$ cat config.mk
export PLATFORM = sky130hd
export DESIGN_NAME = eth_rx_parcer_scheduler
export DESIGN_NICKNAME = d
export VERILOG_FILES = /design/src/rtl/eth_rx_parcer_scheduler_pkg.sv /design/src/rtl/eth_rx_parcer_scheduler_port_mux.sv /design/src/rtl/eth_rx_parcer_scheduler.sv
export SDC_FILE = /design/constraint.sdc
export NUM_CORES = 1
export LEC_CHECK = 0
export ABC_AREA = 0
export CAP_MARGIN = 20
export CORE_MARGIN = 1.5
export CORE_UTILIZATION = 34
export DETAILED_ROUTE_END_ITERATION = 7
export PLACE_DENSITY_LB_ADDON = 0.25
export SLEW_MARGIN = 20
export SYNTH_ARGS = -nofsm -noshare
export SYNTH_HDL_FRONTEND = slang
export SYNTH_SLANG_ARGS = --single-unit
$ cat constraint.sdc
create_clock -name Clock -period 2.2 [get_ports Clock]
set_input_delay 0.33 -clock Clock [delete_from_list [all_inputs] [get_ports Clock]]
set_output_delay 0.33 -clock Clock [all_outputs]
set_load 0.02 [all_outputs]
$ cat src/rtl/eth_rx_parcer_scheduler_pkg.sv
// Shared definitions for the Rx frame scheduler: buffer geometry, decoder
// indices and the scheduler state encoding.
package eth_rx_parcer_scheduler_pkg;

  localparam int ETH_ADDR_W = 11;
  localparam int ETH_WORD_W = 16;

  localparam int DEC_ARP  = 0;
  localparam int DEC_IPV4 = 1;

  typedef enum logic [2:0] {
    S_IDLE,
    S_REQ,
    S_GAP,
    S_TX_KICK,
    S_TX_WAIT,
    S_RELEASE,
    S_HOLD
  } sched_state_t;

  function automatic logic [15:0] sat_inc16(input logic [15:0] v);
    return (v == 16'hFFFF) ? v : v + 16'd1;
  endfunction

endpackage

$ cat src/rtl/eth_rx_parcer_scheduler_port_mux.sv
// Selects one decoder's buffer address/data/strobe slice by index; all
// outputs are forced to zero when the enable is low.
module eth_dec_port_mux
  import eth_rx_parcer_scheduler_pkg::*;
#(
  parameter int NUM_DEC       = 2,
  parameter int DEC_IDX_WIDTH = 1,
  parameter int WORD_W        = ETH_WORD_W
) (
  input  logic [DEC_IDX_WIDTH-1:0]      sel,
  input  logic                          en,
  input  logic [NUM_DEC*ETH_ADDR_W-1:0] dec_rx_addr,
  input  logic [NUM_DEC*ETH_ADDR_W-1:0] dec_tx_addr,
  input  logic [NUM_DEC*WORD_W-1:0]     dec_tx_data,
  input  logic [NUM_DEC-1:0]            dec_tx_strobe,
  output logic [ETH_ADDR_W-1:0]         rx_addr,
  output logic [ETH_ADDR_W-1:0]         tx_addr,
  output logic [WORD_W-1:0]             tx_data,
  output logic                          tx_strobe
);

  always_comb begin
    rx_addr   = '0;
    tx_addr   = '0;
    tx_data   = '0;
    tx_strobe = 1'b0;
    for (int i = 0; i < NUM_DEC; i++) begin
      if (en && (sel == DEC_IDX_WIDTH'(i))) begin
        rx_addr   = dec_rx_addr[i*ETH_ADDR_W +: ETH_ADDR_W];
        tx_addr   = dec_tx_addr[i*ETH_ADDR_W +: ETH_ADDR_W];
        tx_data   = dec_tx_data[i*WORD_W +: WORD_W];
        tx_strobe = dec_tx_strobe[i];
      end
    end
  end

endmodule

$ cat src/rtl/eth_rx_parcer_scheduler.sv
// Offers each received frame to the decoder chain in priority order, routes
// the accepting decoder onto the shared buffers, kicks Tx and releases Rx.
module eth_rx_parcer_scheduler
  import eth_rx_parcer_scheduler_pkg::*;
#(
  parameter int NUM_DEC        = 2,
  parameter int DEC_IDX_WIDTH  = 1,
  parameter int Eth_WORD_WIDTH = ETH_WORD_W,
  parameter int TIMEOUT_CYCLES = 4096
) (
  input  logic                              Clock,
  input  logic                              Reset,
  input  logic                              Rx_Frame_Ready,
  input  logic [ETH_ADDR_W-1:0]             Rx_Frame_Len,
  output logic                              Rx_Frame_Release,
  output logic [NUM_DEC-1:0]                Dec_Parcer_RQ,
  output logic [ETH_ADDR_W-1:0]             Dec_NUM_Data,
  input  logic [NUM_DEC-1:0]                Dec_In_Progress,
  input  logic [NUM_DEC-1:0]                Dec_TRUE_RQ,
  input  logic [NUM_DEC-1:0]                Dec_NOT_RQ,
  input  logic [NUM_DEC-1:0]                Dec_Tx_Start,
  input  logic [NUM_DEC*ETH_ADDR_W-1:0]     Dec_Rx_Addr,
  input  logic [NUM_DEC*ETH_ADDR_W-1:0]     Dec_Tx_Addr,
  input  logic [NUM_DEC*Eth_WORD_WIDTH-1:0] Dec_Tx_Data,
  input  logic [NUM_DEC-1:0]                Dec_Tx_Word_Strobe,
  output logic [ETH_ADDR_W-1:0]             Rx_Addr,
  output logic [ETH_ADDR_W-1:0]             Tx_Addr,
  output logic [Eth_WORD_WIDTH-1:0]         Tx_Data,
  output logic                              Tx_Word_Strobe,
  output logic                              Tx_Send,
  input  logic                              Tx_Busy,
  output logic [DEC_IDX_WIDTH-1:0]          Active_Dec,
  output logic [15:0]                       Frames_Dropped,
  output logic                              Timeout_Error
);

  localparam int TMR_W = (TIMEOUT_CYCLES > 2) ? $clog2(TIMEOUT_CYCLES) : 1;
  localparam logic [TMR_W-1:0]         TMR_LAST = TMR_W'(TIMEOUT_CYCLES - 1);
  localparam logic [DEC_IDX_WIDTH-1:0] LAST_DEC = DEC_IDX_WIDTH'(NUM_DEC - 1);

  sched_state_t             state, state_nxt;
  logic [DEC_IDX_WIDTH-1:0] active_nxt;
  logic [TMR_W-1:0]         tmr, tmr_nxt;
  logic                     busy_seen, busy_seen_nxt;
  logic                     drop, timeout, send;
  logic                     sel_true, sel_not, sel_start, tmr_done;
  logic                     unused_in_progress;

  // Busy flags are informational only; the result pulses drive sequencing.
  assign unused_in_progress = ^Dec_In_Progress;

  assign sel_true  = Dec_TRUE_RQ[Active_Dec];
  assign sel_not   = Dec_NOT_RQ[Active_Dec];
  assign sel_start = Dec_Tx_Start[Active_Dec];
  assign tmr_done  = (tmr == TMR_LAST);

  always_comb begin
    state_nxt     = state;
    active_nxt    = Active_Dec;
    busy_seen_nxt = busy_seen;
    drop          = 1'b0;
    timeout       = 1'b0;
    send          = 1'b0;
    case (state)
      S_IDLE: if (Rx_Frame_Ready) begin
        active_nxt = DEC_IDX_WIDTH'(DEC_ARP);
        state_nxt  = S_REQ;
      end
      // A result from the selected decoder always beats a same-cycle timeout.
      S_REQ: begin
        if (sel_true && sel_start) begin
          state_nxt = S_TX_KICK;
        end else if (sel_true) begin
          state_nxt = S_RELEASE;
        end else if (sel_not) begin
          if (Active_Dec != LAST_DEC) begin
            active_nxt = Active_Dec + 1'b1;
            state_nxt  = S_GAP;
          end else begin
            drop      = 1'b1;
            state_nxt = S_RELEASE;
          end
        end else if (tmr_done) begin
          timeout   = 1'b1;
          drop      = 1'b1;
          state_nxt = S_RELEASE;
        end
      end
      S_GAP: state_nxt = S_REQ;
      S_TX_KICK: if (!Tx_Busy) begin
        send          = 1'b1;
        busy_seen_nxt = 1'b0;
        state_nxt     = S_TX_WAIT;
      end
      S_TX_WAIT: begin
        if (Tx_Busy) busy_seen_nxt = 1'b1;
        if (busy_seen && !Tx_Busy) begin
          state_nxt = S_RELEASE;
        end else if (tmr_done) begin
          timeout   = 1'b1;
          state_nxt = S_RELEASE;
        end
      end
      S_RELEASE: state_nxt = S_HOLD;
      S_HOLD: if (!Rx_Frame_Ready) state_nxt = S_IDLE;
      default: state_nxt = S_IDLE;
    endcase

    // Timer only runs while staying in a timed state; any entry restarts at 0.
    if ((state == state_nxt) && ((state == S_REQ) || (state == S_TX_WAIT)))
      tmr_nxt = tmr + 1'b1;
    else
      tmr_nxt = '0;
  end

  always_ff @(posedge Clock) begin
    if (Reset) begin
      state          <= S_IDLE;
      Active_Dec     <= '0;
      tmr            <= '0;
      busy_seen      <= 1'b0;
      Frames_Dropped <= '0;
      Dec_Parcer_RQ  <= '0;
      Dec_NUM_Data   <= '0;
      Tx_Send        <= 1'b0;
      Timeout_Error  <= 1'b0;
    end else begin
      state      <= state_nxt;
      Active_Dec <= active_nxt;
      tmr        <= tmr_nxt;
      busy_seen  <= busy_seen_nxt;
      if (drop) Frames_Dropped <= sat_inc16(Frames_Dropped);
      if ((state == S_IDLE) && Rx_Frame_Ready) Dec_NUM_Data <= Rx_Frame_Len;
      Dec_Parcer_RQ <= (state_nxt == S_REQ) ? (NUM_DEC'(1) << active_nxt) : '0;
      Tx_Send       <= send;
      Timeout_Error <= timeout;
    end
  end

  assign Rx_Frame_Release = (state == S_RELEASE);

  eth_dec_port_mux #(
    .NUM_DEC       (NUM_DEC),
    .DEC_IDX_WIDTH (DEC_IDX_WIDTH),
    .WORD_W        (Eth_WORD_WIDTH)
  ) u_port_mux (
    .sel           (Active_Dec),
    .en            (state == S_REQ),
    .dec_rx_addr   (Dec_Rx_Addr),
    .dec_tx_addr   (Dec_Tx_Addr),
    .dec_tx_data   (Dec_Tx_Data),
    .dec_tx_strobe (Dec_Tx_Word_Strobe),
    .rx_addr       (Rx_Addr),
    .tx_addr       (Tx_Addr),
    .tx_data       (Tx_Data),
    .tx_strobe     (Tx_Word_Strobe)
  );

endmodule

; Word level (Yosys, flattened, before mapping)
; Cells that the tools add are included.
[word_totals]
inputBits = 101
ff_bits = 48
[classes]
addsub = 3
n_mux = 45
eq_ne = 12
magnitude_cmp = 1
bitwise = 5
shifts = 1
n_reduce_logical = 15
[ops]
columns = op, count
row1 = $mux 11, 4
row2 = $mux 16, 2
row3 = $mux 3, 9
row4 = $mux 1, 26
row5 = $pmux 3 s7, 1
row6 = $add 16x1->16 const B, 1
row7 = $eq 16x16->1 const B, 1
row8 = $add 12x1->12 const B, 1
row9 = $eq 12x12->1 const B, 1
row10 = $eq 3x3->1 const B, 3
row11 = $eq 3x1->1 const B, 2
row12 = $eq 3x2->1 const B, 2
row13 = $logic_and 1x1->1, 6
row14 = $pmux 1 s2, 3
row15 = $reduce_or 2->1, 3
row16 = $not 1->1, 5
row17 = $ne 2x2->1 const B, 2
row18 = $eq 3x3->1, 1
row19 = $logic_not 3->1, 1
row20 = $reduce_and 3->1, 1
row21 = $lt 1x2->1 const B, 1
row22 = $reduce_and 2->1, 1
row23 = $reduce_bool 2->1, 1
row24 = $shl 1x1->2 const A, 1
row25 = other kinds (3), 3

; Longest topological paths before layout
; Gate-level depths: netlist (run 1).
[depth]
word_depth = 10
mapped_depth = 9
mapped_depth_nobuf = 6

; By module
; A second synthesis (run 1) with hierarchy kept.
[hier_totals]
hier_cells = 364
hier_area_um2 = 3016.6
[modules_own_cells]
columns = mod, area_each_um2, seq_area_each_um2, instances, cells_per_inst
row1 = eth_rx_parcer_scheduler, 2308.5, 960.9, 1, 277
row2 = eth_dec_port_mux, 708.2, 0.0, 1, 87

; Worst setup path after synthesis (run 1)
; No wires, ideal clock.
[synth_path]
kind = reg-to-reg
startpoint = reg Frames_Dropped[0]
endpoint = reg Frames_Dropped[10]
path_stages_with_launch = 8
setup_ns = 0.123
arrival_time_ns = 2.077
slack_ns = -0.001
path_buffers = 1
period_less_slack_ns = 2.201
path_cell_list = dfxtp_1 -> ha_1 -> inv_1 -> or4_1 -> nor2_4 -> buf_2 -> nor4_2 -> mux2_1
[synth_between]
elab_chain_len = 3
[synth_rtl]
columns = item, line_no
row1 = from (decl), eth_rx_parcer_scheduler.sv:33  ; output logic [15:0] Frames_Dropped,
row2 = from (signal assigned), eth_rx_parcer_scheduler.sv:132  ; if (drop) Frames_Dropped <= sat_inc16(Frames_Dropped);
row3 = "parallel branches: the longest is 3 deep, another holds $add 16x1->16", --
; Several ways; the timed one is not identified.
; A chain may end at the register's enable or synchronous reset.

; Worst setup path after layout (run 1)
[layout_path]
startpoint = reg tmr[0]
endpoint = reg Frames_Dropped[15]
[layout_between]
elab_chain_len = 7
[layout_rtl]
columns = item, line_no
row1 = from (decl), eth_rx_parcer_scheduler.sv:43  ; logic [TMR_W-1:0] tmr, tmr_nxt;
row2 = from (signal assigned), eth_rx_parcer_scheduler.sv:130  ; tmr <= tmr_nxt;
row3 = $eq 12x12->1, eth_rx_parcer_scheduler.sv:55  ; assign tmr_done = (tmr == TMR_LAST);
row4 = $mux 1, eth_rx_parcer_scheduler.sv:83  ; end else if (tmr_done) begin
row5 = $mux 1, eth_rx_parcer_scheduler.sv:75  ; end else if (sel_not) begin
row6 = $mux 1, eth_rx_parcer_scheduler.sv:73  ; end else if (sel_true) begin
row7 = $mux 1, eth_rx_parcer_scheduler.sv:71  ; if (sel_true && sel_start) begin
row8 = $mux 1, eth_rx_parcer_scheduler.sv:64  ; case (state)
row9 = $reduce_and 2->1 (no source line), --
; No other way between the ends.

==> impl_metrics.tcl, run 1 <==
set metrics [dict create \
    status "finished clean" \
    clock_skew_ns 0.0112 \
    period_share_pct 96.9 \
    io_pins 173 \
    synth-seq-area-share_pct 32.9 \
    cts-root-buf "clkbuf_8" \
    syn_nets 475 \
    startpoint_type "flip-flop" \
    dp_hpwl_um 7410 \
    reg2reg_from "tmr[0]" \
    endpoint_kind "flip-flop" \
    required_ns 2.44 \
    power_per_cell_area_nw_per_um2 435 \
    rows 33 \
    crit_end "Frames_Dropped[15]" \
    dr.pass1.iters 4 \
    synth_cell_types 52 \
    numPortBuffers 170 \
    max_slew_margin_pct 64.0 \
    drv_slew 0 \
    die_area_um2 9150 \
    synth_edf_count 0 \
    final_common_cell "clkdlybuf4s50_1" \
    gp_congestion 0.867 \
    avgSynthCellArea_um2 7.85 \
    fin_crit_ns 2.13 \
    critPathArrivalTime_ns 2.37 \
    max_cap_violations 0 \
    antenna_cells 0 \
    cp_max_fo 23 \
    post_cts_buffers 0 \
    tightest_slew_ns 0.527 \
    yosysWarnings 0 \
    routed_via_density 5.04 \
    r2r.worst_path.cells 7 \
    p_leak_uw 0.00189 \
    grt_pass1_vias 3222 \
    antenna_found_initial 0 \
    cts_max_path_buffers 2 \
    syn_inst 372 \
    drc_errors 0 \
    ys_ff_latch 48 \
    path_class "flip-flop to flip-flop" \
    area_growth_syn_to_layout_pct 72.6 \
    clock.fmax_mhz 469 \
    core_um2 8260 \
    rsz0062_at_grt "yes" \
    die_w_um 95.7 \
    final_nets 660 \
    clk_pin_slew_worst_paths_ns 0.10 \
    start_util_pct 35.4 \
    overflow 0 \
    hp-class "flip-flop to flip-flop" \
    final_area_um2 5040 \
    rrSetupSlack_ns 0.07 \
    clock_latency_ns 0.30 \
    hold_viol 0 \
    grt_max_degree 24 \
    wl_um 9320 \
    drt_iter0_markers 116 \
    grtUsageTotal_pct 19.9 \
    wire_per_inst_um 14.1 \
    clkSinkCount 48 \
    grt_pass1_wl_um 14500 \
    synth_area_um2 2920 \
    h-tree-depth 2 \
    cts_tree "done" \
    vdd_drop_max_mv 0.254 \
    die_h_um 95.7 \
    synthArstFlopShare_pct 0 \
    cts_buffers 5 \
    post_dp_cell_area_um2 4930 \
    worst_slack_ns 0.0671 \
    finalSetupViolations 0 \
    worstSetupStartpoint "tmr[0]" \
    drive_above_1_share_pct 10.6 \
    vias 3341 \
    synth_flop_cell "dfxtp_1" \
    pre_cts_ws_ns -0.0735 \
    ant_nets 0 \
    r2r_end "Frames_Dropped[15]" \
    layout_common_cells "130 x clkdlybuf4s50_1, 73 x nor2_1, 45 x dfxtp_1" \
]
[worst max-delay path: stages, from the launching register on]
cell and delay [ns]:
dfxtp_1 0.34, ha_1 0.17, nand4_1 0.18, nor4_2 0.37
o221ai_2 0.16, buf_12 0.19, or4_4 0.52, a21oi_2 0.14
[timing repair]
item / in CTS / in global routing
hold buffers: 0 / 0
gates resized for setup: 39 / 14
pin swaps: 0 / 4
endpoints found under the setup margin: 39 / 20
[per-layer routing]
layer,track usage (%),vias up,routed length (µm)
met5,0,-,0
met4,5.27,0,97
met3,6.46,9,812
met2,37.0,125,4820
met1,21.4,1527,3590
li1,-,1680,-
[worst min path at each step]
stage,from,end,cells past startpoint
final,Dec_NUM_Data[6],Dec_NUM_Data[6],2
after global routing,Dec_NUM_Data[5],Dec_NUM_Data[5],2
after CTS,Dec_NUM_Data[6],Dec_NUM_Data[6],2
after detailed placement,Dec_NUM_Data[6],Dec_NUM_Data[6],2
after global placement,Dec_NUM_Data[6],Dec_NUM_Data[6],2
after floorplan,tmr[0],tmr[0],1
[power by group]
group | internal (µW) | switching, µW
Combinational | 340 | 292
Clock | 343 | 309
Sequential | 895 | 16.4
[state kept, by name, summed over array words and instances (netlist names)]
name,cells
Active_Dec,1
Dec_NUM_Data,11
Dec_Parcer_RQ,2
Frames_Dropped,16
Timeout_Error,1
Tx_Send,1
busy_seen,1
state,3
tmr,12
[cells in the mapped netlist, drive strengths merged (5+ instances only)]
cell	n	area share, %
nor3	9	1.5
buf	7	1.5
nor2b	7	1.5
nand4	7	1.5
inv	10	1.3
mux2	5	1.9
o31ai	8	2.1
clkbuf	18	2.3
nand2	35	4.5
mux2i	40	14
xnor2	7	2.1
or4	9	2.3
a21oi	25	4.3
nor4	7	2.4
dfxtp	48	33
nor2	74	9.8
nand3	14	2.4
[final cells by class]
| type | instances | area (µm²) |
|---|---|---|
| Fill cell | 741 | 3220 |
| Timing Repair Buffer | 203 | 1940 |
| Multi-Input combinational cell | 289 | 1850 |
| Sequential cell | 48 | 965 |
| Tap cell | 105 | 131 |
| Clock buffer | 5 | 68.8 |
| Clock inverter | 3 | 46.3 |
| Inverter | 10 | 37.5 |
[kinds of logic after synthesis]
group	share of synthesized area [%]
simple gates	29.9
compound gates	12.7
flops	32.9
mux	15.6
buf+inv	5.06
xor+xnor	3.00
fa+ha+maj	0.857
[metrics by stage]
| stage | hold WS [ns] | util, % | total power (µW) | TNS [ns] | instances |
|---|---|---|---|---|---|
| floorplan | 0.426 | - | 1220 | 0 | 372 |
| global placement | 0.442 | 59.7 | 1590 | -0.0681 | 655 |
| detailed placement | 0.448 | 59.7 | 1600 | -0.0933 | 655 |
| CTS | 0.462 | 60.5 | 2210 | 0 | 663 |
| global route | 0.485 | 61.0 | 2300 | -0.270 | 663 |
| finish | 0.459 | 61.0 | 2190 | 0 | 663 |
Power figures use the tool's default switching activity.
==> run 2: changes to the inputs <==
Settings changed: CORE_MARGIN 1.5 to 4.
==> run 2 against run 1 <==
Net effect: clock skew decreased by 0.0039 ns; flip-flop and latch count unchanged; setup slack better by 0.033 ns; die area is 11% higher; sequential power is essentially flat; register-to-register slack improved by 0.03 ns; largest power group unchanged; hold slack about the same; maximum frequency grew 1.5%.
==> impl_metrics.tcl, run 2 (synthesis gave the netlist of run 1 again) <==
set metrics [dict create \
    rows 33 \
    post_cts_buffers 0 \
    num-fill-cells 754 \
    path_class "flip-flop to flip-flop" \
    dr.pass1.iters 4 \
    routed_via_density 5.03 \
    cpPeakStageDelay_ns 0.50 \
    grt_pass1_wl_um 15100 \
    overflow 0 \
    power_per_cell_area_nw_per_um2 453 \
    startpoint_type "flip-flop" \
    required_ns 2.43 \
    grt_pass1_vias 3185 \
    status "finished clean" \
    dp_hpwl_um 7930 \
    clock.fmax_mhz 476 \
    power_uw 2280 \
    grtUsageTotal_pct 18.3 \
    crit_buf_inv 1 \
    fin_crit_ns 2.10 \
    gp_congestion 0.863 \
    area_growth_syn_to_layout_pct 72.0 \
    wl_um 9670 \
    regMostFlops "Frames_Dropped" \
    drc_errors 0 \
    clk_pin_slew_worst_paths_ns 0.09 \
    start_util_pct 35.2 \
    critical_path.top_delay_family "simple AND/OR/NAND/NOR gates" \
    top_regs "Frames_Dropped (16), tmr (12), Dec_NUM_Data (11)" \
    rsz0062_at_grt "yes" \
    drive_above_1_share_pct 10.3 \
    cp_max_fo 22 \
    drt_iter0_markers 95 \
    io_pins 173 \
    hold_viol 0 \
    final_nets 657 \
    cts_max_path_buffers 2 \
    tightest_slew_ns 0.599 \
    period_share_pct 95.5 \
    p_leak_uw 0.00189 \
    grt_max_degree 23 \
    endpoint_kind "flip-flop" \
    cts-root-buf "clkbuf_8" \
    die_h_um 101 \
    vias 3316 \
    antenna_found_initial 0 \
    critPathArrivalTime_ns 2.33 \
    crit_slowest_cell "or4_1" \
    final_common_cell "clkdlybuf4s50_1" \
    die_w_um 101 \
    antenna_cells 0 \
    clock_skew_ns 0.00723 \
    die_area_um2 10100 \
    drv_slew 0 \
    core_um2 8300 \
    ant_nets 0 \
    cts_tree "done" \
    hp-class "flip-flop to flip-flop" \
    cts_buffers 5 \
    h-tree-depth 2 \
    layout_common_cells "130 x clkdlybuf4s50_1, 73 x nor2_1, 44 x dfxtp_1" \
    clkSinkCount 48 \
    dp_cells 652 \
    clock_latency_ns 0.29 \
    finalSetupViolations 0 \
    instances_no_fill 659 \
    wire_per_inst_um 14.7 \
    path_cells "ha_1 > nand4_1 > nor4_2 > o221ai_2 > buf_12 > or4_1 > a21oi_1" \
    max_slew_margin_pct 59.9 \
    fin_util_pct 60.5 \
    vdd_drop_max_mv 0.256 \
    largest_reg_flops 16 \
    max_cap_violations 0 \
    numPortBuffers 170 \
]
run 2: cell count changes in the layout (fill, tap and decap cells not counted):
cell / change
buf_12: -1
buf_4: -2
bufinv_16: +1
clkinvlp_4: -1
dfxtp_1: -1
dfxtp_2: +1
inv_6: -1
mux2_1: -1
mux2_4: +1
run 2: metrics by stage:
stage / TNS, ns / hold slack [ns] / area (µm²) / worst slack [ns]
finish: 0 / 0.459 / 5020 / 0.0996
global route: -0.0809 / 0.484 / 5020 / -0.0260
CTS: 0 / 0.462 / 4980 / 0.0198
detailed placement: -0.148 / 0.450 / 4900 / -0.0813
global placement: -0.0788 / 0.443 / 4900 / -0.0788
floorplan: 0 / 0.426 / 2920 / 0.00290
run 2: area by class of cell:
class	instances	area (µm²)	share of cell area [%]
clock buffers	5	68.8	1.37
clock inverters	2	60.1	1.20
inverters	10	37.5	0.747
multi-input cells	289	1850	36.9
flip-flops and latches	48	966	19.2
well taps	105	131	2.62
repair buffers	200	1910	37.9
run 2: metal layers:
| layer | track usage (%) | vias up | routed length [µm] |
|---|---|---|---|
| li1 | - | 1675 | - |
| met1 | 19.8 | 1501 | 3680 |
| met2 | 33.5 | 130 | 4820 |
| met3 | 7.20 | 10 | 1010 |
| met4 | 4.25 | 0 | 170 |
| met5 | 0 | - | 0 |
run 2: power by group:
group	total, µW	switching [µW]	internal [µW]	leakage [µW]
clock network	734	287	447	0.0000642
registers	911	15.2	895	0.000391
logic	631	294	337	0.00143
total	2280	596	1680	0.00189
run 2: repair_timing:
| action | CTS | global route |
|---|---|---|
| resized for setup | 40 | 15 |
| cloned | 0 | 0 |
| endpoints found under the setup margin | 40 | 17 |
| hold buffers | 0 | 0 |
| pin swaps | 0 | 4 |
run 2: worst min-delay path, delay by kind of cell (launching register included):
family           cells  cell delay (ns)
AO/OA/AOI/OAI        1             0.05
flip-flops           1             0.32
AND/OR/NAND/NOR      1             0.05
run 2: final timing paths:
check	start	end	slack [ns]	depth (start not counted)
max	tmr[0]	Frames_Dropped[3]	0.1	7
max reg2reg	tmr[0]	Frames_Dropped[3]	0.1	7
min reg2reg	Dec_NUM_Data[9]	Dec_NUM_Data[9]	0.46	2
min	Dec_NUM_Data[9]	Dec_NUM_Data[9]	0.46	2
